--- config.mk ---
export PLATFORM = sky130hd
export DESIGN_NAME = complete_bus_arbiter_flat
export DESIGN_NICKNAME = d
export VERILOG_FILES = /design/src/rtl/complete_bus_arbiter_if.sv /design/src/rtl/complete_bus_arbiter.sv /design/src/flat_wrapper.sv
export SDC_FILE = /design/constraint.sdc
export NUM_CORES = 1
export LEC_CHECK = 0
export CAP_MARGIN = 20
export CORE_AREA = 4 4 165 167
export CTS_CLUSTER_DIAMETER = 50
export DETAILED_ROUTE_END_ITERATION = 8
export DIE_AREA = 0 0 169 171
export PLACE_DENSITY_LB_ADDON = 0.15
export SLEW_MARGIN = 20
export SYNTH_ARGS = -nofsm -noshare
export SYNTH_HDL_FRONTEND = slang
export SYNTH_SLANG_ARGS = --single-unit
export TNS_END_PERCENT = 50
--- constraint.sdc ---
create_clock -name clk -period 28.4 [get_ports clk]
set_clock_uncertainty 0.15 [all_clocks]
set_input_delay 2.84 -clock clk [delete_from_list [all_inputs] [get_ports clk]]
set_output_delay 2.84 -clock clk [all_outputs]
set_load 0.02 [all_outputs]
--- src/rtl/complete_bus_arbiter_if.sv ---
// Complete-stage bus between the FU result sources and the ROB/UIQ complete ports.
// The arbiter connects through the master modport; the result sources and ROB side use slave.
interface complete_bus_arbiter_if #(
    parameter int N_REQ   = 4,
    parameter int N_PORTS = 2,
    parameter int DW      = 32,
    parameter int PRW     = 6
);
    logic                   flush;
    logic                   rob_stall;
    logic [N_REQ-1:0]       req_valid;
    logic [N_REQ*DW-1:0]    req_data;
    logic [N_REQ*DW-1:0]    req_pc;
    logic [N_REQ*PRW-1:0]   req_dr;
    logic [N_REQ-1:0]       req_ready;
    logic [N_PORTS-1:0]     cpl_valid;
    logic [N_PORTS*DW-1:0]  cpl_data;
    logic [N_PORTS*DW-1:0]  cpl_pc;
    logic [N_PORTS*PRW-1:0] cpl_dr;

    modport master (
        input  flush, rob_stall, req_valid, req_data, req_pc, req_dr,
        output req_ready, cpl_valid, cpl_data, cpl_pc, cpl_dr
    );

    modport slave (
        output flush, rob_stall, req_valid, req_data, req_pc, req_dr,
        input  req_ready, cpl_valid, cpl_data, cpl_pc, cpl_dr
    );
endinterface

--- src/rtl/complete_bus_arbiter.sv ---
// Round-robin arbiter granting up to N_PORTS finished FU results per cycle onto
// registered ROB complete / UIQ wakeup ports (one cycle of latency).
module complete_bus_arbiter #(
    parameter int N_REQ   = 4,
    parameter int N_PORTS = 2,
    parameter int DW      = 32,
    parameter int PRW     = 6
) (
    input  logic                  clk,
    input  logic                  rst,
    complete_bus_arbiter_if.master bus
);
    localparam int PTR_W = (N_REQ > 1) ? $clog2(N_REQ) : 1;

    logic [PTR_W-1:0]   rr_ptr;
    logic [PTR_W-1:0]   rr_next;
    logic [PTR_W-1:0]   port_src [N_PORTS];
    logic [N_PORTS-1:0] port_hit;
    logic [N_REQ-1:0]   grant;
    int                 n_gnt;

    // Scan from rr_ptr; the i-th valid requester found lands on port i.
    always_comb begin
        // NOTE: every combinational output gets a default first so no path can infer a latch.
        grant    = '0;
        port_hit = '0;
        rr_next  = rr_ptr;
        n_gnt    = 0;
        for (int p = 0; p < N_PORTS; p++) port_src[p] = '0;
        if (!rst && !bus.flush && !bus.rob_stall) begin
            for (int i = 0; i < N_REQ; i++) begin
                for (int k = 0; k < N_REQ; k++) begin
                    if (k == (int'(rr_ptr) + i) % N_REQ && bus.req_valid[k] && n_gnt < N_PORTS) begin
                        grant[k] = 1'b1;
                        for (int p = 0; p < N_PORTS; p++) begin
                            if (p == n_gnt) begin
                                port_hit[p] = 1'b1;
                                port_src[p] = PTR_W'(k);
                            end
                        end
                        n_gnt   = n_gnt + 1;
                        rr_next = PTR_W'((k + 1) % N_REQ);
                    end
                end
            end
        end
    end

    assign bus.req_ready = grant;

    // Stall and flush suppress every grant, so port_hit alone clears the valids.
    always_ff @(posedge clk or posedge rst) begin
        if (rst) begin
            rr_ptr        <= '0;
            bus.cpl_valid <= '0;
            bus.cpl_data  <= '0;
            bus.cpl_pc    <= '0;
            bus.cpl_dr    <= '0;
        end else begin
            // NOTE: sequential state uses non-blocking assignments so every flop samples pre-edge values.
            bus.cpl_valid <= port_hit;
            if (|grant) rr_ptr <= rr_next;
            for (int p = 0; p < N_PORTS; p++) begin
                if (port_hit[p]) begin
                    bus.cpl_data[p*DW +: DW]  <= bus.req_data[int'(port_src[p])*DW +: DW];
                    bus.cpl_pc[p*DW +: DW]    <= bus.req_pc[int'(port_src[p])*DW +: DW];
                    bus.cpl_dr[p*PRW +: PRW]  <= bus.req_dr[int'(port_src[p])*PRW +: PRW];
                end
            end
        end
    end
endmodule
--- src/flat_wrapper.sv ---
// flat-port wrapper written by rule: the top's interface ports become plain ports
module complete_bus_arbiter_flat 
#(
    parameter int N_REQ   = 4,
    parameter int N_PORTS = 2,
    parameter int DW      = 32,
    parameter int PRW     = 6
)
  (clk, rst, bus_flush, bus_rob_stall, bus_req_valid, bus_req_data, bus_req_pc, bus_req_dr, bus_req_ready, bus_cpl_valid, bus_cpl_data, bus_cpl_pc, bus_cpl_dr);
  complete_bus_arbiter_if #(.N_REQ(N_REQ), .N_PORTS(N_PORTS), .DW(DW), .PRW(PRW)) bus_i ();
  input  logic clk;
  input  logic rst;
  input wire logic [$bits(bus_i.flush)-1:0] bus_flush;
  input wire logic [$bits(bus_i.rob_stall)-1:0] bus_rob_stall;
  input wire logic [$bits(bus_i.req_valid)-1:0] bus_req_valid;
  input wire logic [$bits(bus_i.req_data)-1:0] bus_req_data;
  input wire logic [$bits(bus_i.req_pc)-1:0] bus_req_pc;
  input wire logic [$bits(bus_i.req_dr)-1:0] bus_req_dr;
  output wire logic [$bits(bus_i.req_ready)-1:0] bus_req_ready;
  output wire logic [$bits(bus_i.cpl_valid)-1:0] bus_cpl_valid;
  output wire logic [$bits(bus_i.cpl_data)-1:0] bus_cpl_data;
  output wire logic [$bits(bus_i.cpl_pc)-1:0] bus_cpl_pc;
  output wire logic [$bits(bus_i.cpl_dr)-1:0] bus_cpl_dr;
  assign bus_i.flush = bus_flush;
  assign bus_i.rob_stall = bus_rob_stall;
  assign bus_i.req_valid = bus_req_valid;
  assign bus_i.req_data = bus_req_data;
  assign bus_i.req_pc = bus_req_pc;
  assign bus_i.req_dr = bus_req_dr;
  assign bus_req_ready = bus_i.req_ready;
  assign bus_cpl_valid = bus_i.cpl_valid;
  assign bus_cpl_data = bus_i.cpl_data;
  assign bus_cpl_pc = bus_i.cpl_pc;
  assign bus_cpl_dr = bus_i.cpl_dr;
  complete_bus_arbiter #(.N_REQ(N_REQ), .N_PORTS(N_PORTS), .DW(DW), .PRW(PRW)) u_core (.clk(clk), .rst(rst), .bus(bus_i));
endmodule
Yosys cells after proc, flatten, opt, wreduce, memory -nomap -nowiden:

Index checks and enable logic that the tools add are counted.

* flip-flop bits (word level): 144
* input bits: 288
* output and inout port bits: 146

* add/subtract/negate cells: 17
* multipliers: 2
* $lt $le $gt $ge: 15
* equal/unequal tests: 27
* shifts and indexed selects: 6
* mux-type cells: 163
* bitwise gates (word level): 3
* reductions and logical operators: 61

Operators by type and width (number)
* 32-bit two-way mux: 29
* 32-bit zero test: 19
* 128-bit by 8-bit variable part select with 32-bit output: 4
* 2-bit by 32-bit == test with 1-bit output, first input constant: 15
* 32-bit by 3-bit < comparator with 1-bit output, second input constant: 15
* 32-bit by 2-bit adder with 32-bit output, second input constant: 14
* 2-bit two-way mux: 64
* 4-bit two-way mux: 21
* 24-bit by 32-bit variable part select with 6-bit output: 2
* 1-bit two-way mux: 49
* 1-bit logical AND: 33
* 3-bit == test, first input constant: 6
* 16-bit nonzero test: 1
* 2-bit by 3-bit == test with 1-bit output, first input constant: 3
* 2-bit by 2-bit multiplier with 4-bit output, second input constant: 2
* 2-bit OR reduction: 3
* 2-bit adder, second input constant: 2
* 2-bit == test, first input constant: 2
* 4-bit OR reduction: 1
* 1-bit bitwise AND, first input constant: 3
* 1-bit zero test: 3
* 3-bit AND reduction: 1
* 2-bit by 1-bit adder with 2-bit output, second input constant: 1
* 1-bit by 2-bit == test with 1-bit output, first input constant: 1

Longest topological paths before layout:

* word-level depth: 66
* gate-level depth with buffers: 61

Least setup slack after synthesis:

OpenSTA, ideal clock, no wires.

* path kind: input to output
* start point: in bus_req_valid[0]
* end point: out bus_req_ready[3]
* arrival time: 11354 ps
* required time: 25410 ps
* slack: 14056 ps
* cell stages on the path: 45
* cell sequence: buf_2 and2_1 inv_1 ha_1 xnor2_1 ha_1 nand4b_1 and3_1 buf_4 ha_1 and4b_1 nand2_1 nand2_1 inv_1 ha_1 nor4b_2 nor3_4 ha_1 [... 9 more ...] a21oi_1 ha_1 nor2_1 a21oi_1 ha_1 inv_1 a31oi_1 o21ai_0 a21oi_1 inv_1 ha_1 nand2_1 o21ai_0 o221a_2 or4_1 buf_2 nand4_1 and2_1

* cells in the longest elaborated chain, start to end: 63
* elaborated cells between the ends (all ways): 83
* classes of those cells: 14 x add/sub; 15 x order compare; 35 x mux; 19 x reduce/logical

RTL lines
* start, declared: line flat_wrapper.sv:15 `input wire logic [$bits(bus_i.req_valid)-1:0] bus_req_valid;`
* 1-bit logical AND: line complete_bus_arbiter.sv:33 `if (k == (int'(rr_ptr) + i) % N_REQ && bus.req_valid[k] && n_gnt < N_PORTS) begin`
* 1-bit two-way mux: line complete_bus_arbiter.sv:33
* 32-bit two-way mux: line complete_bus_arbiter.sv:30 `if (!rst && !bus.flush && !bus.rob_stall) begin`
* 32-bit by 3-bit < comparator with 1-bit output: line complete_bus_arbiter.sv:33
* 1-bit logical AND: line complete_bus_arbiter.sv:33
* 32-bit two-way mux: line complete_bus_arbiter.sv:33
* 32-bit two-way mux: line complete_bus_arbiter.sv:30
* 32-bit by 3-bit < comparator with 1-bit output: line complete_bus_arbiter.sv:33
* [... 47 more ...]
* 32-bit by 3-bit < comparator with 1-bit output: line complete_bus_arbiter.sv:33
* 1-bit logical AND: line complete_bus_arbiter.sv:33
* 32-bit two-way mux: line complete_bus_arbiter.sv:33
* 32-bit two-way mux: line complete_bus_arbiter.sv:30
* 32-bit by 3-bit < comparator with 1-bit output: line complete_bus_arbiter.sv:33
* 1-bit logical AND: line complete_bus_arbiter.sv:33
* 1-bit two-way mux (*): line complete_bus_arbiter.sv:33
* 4-bit two-way mux (*): line complete_bus_arbiter.sv:30
* end, declared: line flat_wrapper.sv:19 `output wire logic [$bits(bus_i.req_ready)-1:0] bus_req_ready;`

Mark *: on every way between the ends. The rest lies on a longest branch, timed or not. The select of a mux whose other input is x is not followed.

Worst setup path after layout:

Same ends and word-level chain as after synthesis.

==> impl_summary.md <==
Outcome
The flow ran to the end, and the final reports show no timing, DRC or antenna violations.

Final layout
The layout-stage area growth over the synthesis result is 46.5%. The cell area after layout is 15,800 um^2. The count of nets after finishing is 1,813. The fraction of layout instances using a drive strength above 1 is 9.05%. Once layout is complete, the utilization of the core stands at 61.4%.

Critical path
Counting cells, the worst reg-to-reg path comes to 53. The destination of the worst register-to-register timing path is u_core.bus.cpl_pc[29]. The flop-to-flop setup slack is 14.36 ns. In this run the critical register-to-register path is launched from u_core.rr_ptr[0]. The largest individual stage delay along the critical path comes from the cell clkdlybuf4s50_1.

The end of the critical path is bus_req_ready[3]. Along the worst path, the maximum fanout reaches 15. The startpoint type of the worst setup path is an input pin.

The worst setup path is of the input pin to primary output kind. The delay of the slowest cell on the worst path is 0.81 ns. The kind of end point of the critical path is a primary output.

The critical path data required time is 25.41 ns. The most frequent cell on the critical path is ha_1. In this run the worst setup path begins at bus_req_valid[0].

At the worst endpoint, the arrival time is 13.72 ns.

Route
The first routing iteration left 1,089 violations. After detailed routing, the number of vias per cell comes to 6.19. The sum of routed wire length over all layers is 47,700 um. Dividing the detail-routed wire length by the instance count gives 25.9 um. The overall via count from detail_route is 11,400. The first detailed-routing pass took 5 iterations. The total DRC errors in the routed layout is 0. The number of antenna-violating nets in the routed design is 0.

Global routing
The total overflow left after global routing is 0. The number of global-route vias before repair is 11,200. The initial antenna violation count is 7. The largest net degree at the start of global routing is 142.

Global routing consumed, over all layers together, 31.0% of the routing resources. The first-pass GRT wire length is 69,500 um.

Synthesis
After synthesis, the share of flip-flops with an asynchronous set or reset is 100%. Counting distinct cell types in the post-synthesis netlist gives 80. After synthesis, the mean cell area works out to 9.61 um^2. The most instantiated flip-flop cell in the synthesis netlist is dfrtp_1.

The sequential element share of the synthesized area is 33.4%. In this run, synthesis produced a sequential element count of 144. In this run the cell area of the synthesized design comes to 10,800 um^2. During synthesis, Yosys emitted a total of 0 warnings. The number of enable flip-flop cells after synthesis is 0.

The synthesized net count is 1,448. The gate count of the mapped netlist is 1,124.

Placement
At the end of routability-driven placement, the weighted congestion stood at 0.954. Detailed placement ended at an HPWL of 33,100 um. The post-place instance area is 15,200 um^2. The worst-case setup slack after placement is 11.83 ns. Port buffering added 433 buffers.

Clock network
After clock tree synthesis, the clock-pin slew on the worst setup and hold paths is 0.07 ns. TritonCTS built the clock tree. The total of cells resized after clock tree synthesis is 0. The total number of clock tree sinks is 144.

In this run the number of H-tree levels came out at 4. Clock latency on the worst-skew pair, taken at its later pin, is 0.42 ns. The buffer cell driving the clock tree root is clkbuf_16. The number of buffers created by CTS is 17.

The clock tree buffer depth is 2. The number of hold buffers added after CTS is 0. In this run the post-CTS setup repair buffer count came out at 0.

Worst hold path
The path class of the tightest hold or removal check is flip-flop to flip-flop.

Power
The analysis attributes to cell leakage a power of 6.76 nW. The maximum vdd drop is 78.4 uV. The overall power is 1.97 mW. The power per cell area is 124 nW/um^2.

Timing
For the final routed database, the setup TNS stands at 0 ns. The part of the cycle the worst path needs is 58.8%. Derived from the worst setup path, the maximum achievable clock frequency is 0.0598 GHz. Once routing completed, OpenROAD measured the worst setup slack at 11.69 ns.

The final setup violation count is 0. In this run the tightest slew margin relative to its limit is 24.3%. Setup repair after global routing left no endpoint under its margin. The final number of max-transition violations is 0. The routed design could run at a clock period as short as 16.71 ns.

At the pin with the least slew margin, the transition time is 1.12 ns. The number of hold violations in the final report came to 0.

Die
The core box area is 25,800 um^2. The floorplan step set the die height to 171 um. The floorplan die width is 169 um. The floorplan has 59 rows. The initial core utilization is 41.9%.

The I/O pin total is 434. The area enclosed by the die boundary is 28,900 um^2.

Run
Across the run, the number of max-cap violations was 0.
-- area by class of cell --
cell class | count | area, um^2
Antenna cell | 7 | 17.5
Clock buffer | 17 | 425
Clock inverter | 15 | 168
Fill cell | 2186 | 9940
Inverter | 35 | 139
Multi-Input combinational cell | 837 | 6540
Sequential cell | 144 | 3600
Tap cell | 335 | 419
Timing Repair Buffer | 454 | 4500
-- per-layer routing --
layer / GRT usage, % / wire length, um / vias to the layer above
li1: - / - / 5124
met3: 7.32 / 3920 / 102
met2: 51.2 / 23500 / 617
met5: 0 / 0 / -
met1: 39.0 / 18500 / 5579
met4: 13.2 / 1680 / 0
-- sequential cells by signal, indices dropped and copies added (netlist names) --
signal	cells
u_core.bus.cpl_data	64
u_core.bus.cpl_dr	12
u_core.bus.cpl_valid	2
u_core.bus.cpl_pc	64
u_core.rr_ptr	2
-- cells in the final DEF, fill, tap and decap left out, types with 7 or more instances in the layout --
cell type / instances
buf_4: 20
a21oi_1: 19
mux2i_1: 139
a221oi_1: 19
o22ai_1: 72
a221oi_2: 50
dfrtp_1: 144
nand3_1: 7
nor3_1: 7
nor2_1: 95
clkbuf_16: 17
nand2_1: 109
inv_1: 30
nand2b_1: 7
and3_1: 8
diode_2: 7
clkdlybuf4s50_1: 433
ha_1: 36
o21ai_0: 10
a22oi_1: 75
o221ai_1: 69
-- critical path, delay by kind of cell --
| kind | cells | cell delay, ns |
|---|---|---|
| and+or+nand+nor | 19 | 4.48 |
| buffers and inverters | 5 | 1.66 |
| adders and majority gates | 10 | 3.35 |
| AOI/OAI and AO/OA | 8 | 1.37 |
-- synth_stat cells, types with 5 or more instances --
master    instances  area (um^2)
and3_1            8         50.1
o21ai_0          10         50.1
a22oi_1          75          563
inv_1            31          116
buf_4            19          143
nand2_1         111          417
nor2_1           96          360
o221ai_1         69          604
nand3_1           7         35.0
a31oi_1           6         37.5
dfrtp_1         144         3600
nor3_1            7         35.0
o211ai_1          5         37.5
mux2i_1         139         1390
a21oi_1          19         95.1
a221oi_1         19          166
buf_2            40          200
o22ai_1          72          450
xnor2_1           6         52.6
nand2b_1          7         43.8
clkbuf_1         44          165
ha_1             36          450
buf_6             5         56.3
and2_1            5         31.3
a221oi_2         50          751
-- power breakdown --
group,leakage (nW),internal (mW),switching (mW)
sequential,1.73,0.300,0.0516
combinational,4.74,0.554,0.826
clock,0.292,0.126,0.110
total,6.76,0.980,0.988
-- worst min path at each step --
| stage | startpoint | to | slack [ns] | cells past startpoint |
|---|---|---|---|---|
| 2_1_floorplan | u_core.bus.cpl_data[32] | u_core.bus.cpl_data[32] | 0.47 | 2 |
| 3_3_place_gp | u_core.bus.cpl_dr[8] | u_core.bus.cpl_dr[8] | 0.37 | 2 |
| 3_5_place_dp | u_core.bus.cpl_pc[48] | u_core.bus.cpl_pc[48] | 0.37 | 2 |
| 4_1_cts | u_core.bus.cpl_pc[42] | u_core.bus.cpl_pc[42] | 0.38 | 2 |
| 5_1_grt | u_core.bus.cpl_pc[63] | u_core.bus.cpl_pc[63] | 0.40 | 2 |
| 6_report | u_core.bus.cpl_pc[48] | u_core.bus.cpl_pc[48] | 0.38 | 2 |
-- through the flow --
stage	std cells	hold slack, ns
2_1_floorplan	1124	0.470
3_3_place_gp	1805	0.369
3_5_place_dp	1805	0.370
4_1_cts	1837	0.383
5_1_grt	1844	0.398
6_report	1844	0.380
-- logic make-up (layout without fill, tap and decap cells) --
logic type,after synthesis,after routing,synth area share [%]
muxes,139,139,12.9
xor gates and xnor gates,12,12,1.43
DFF,144,144,33.4
buffers and inverters,143,521,6.46
adders and majority gates,36,36,4.17
other,0,7,0
AOI/OAI and AO/OA,369,369,29.2
and+or+nand+nor,281,281,12.5
No activity file was read; power rests on OpenSTA's default activity.
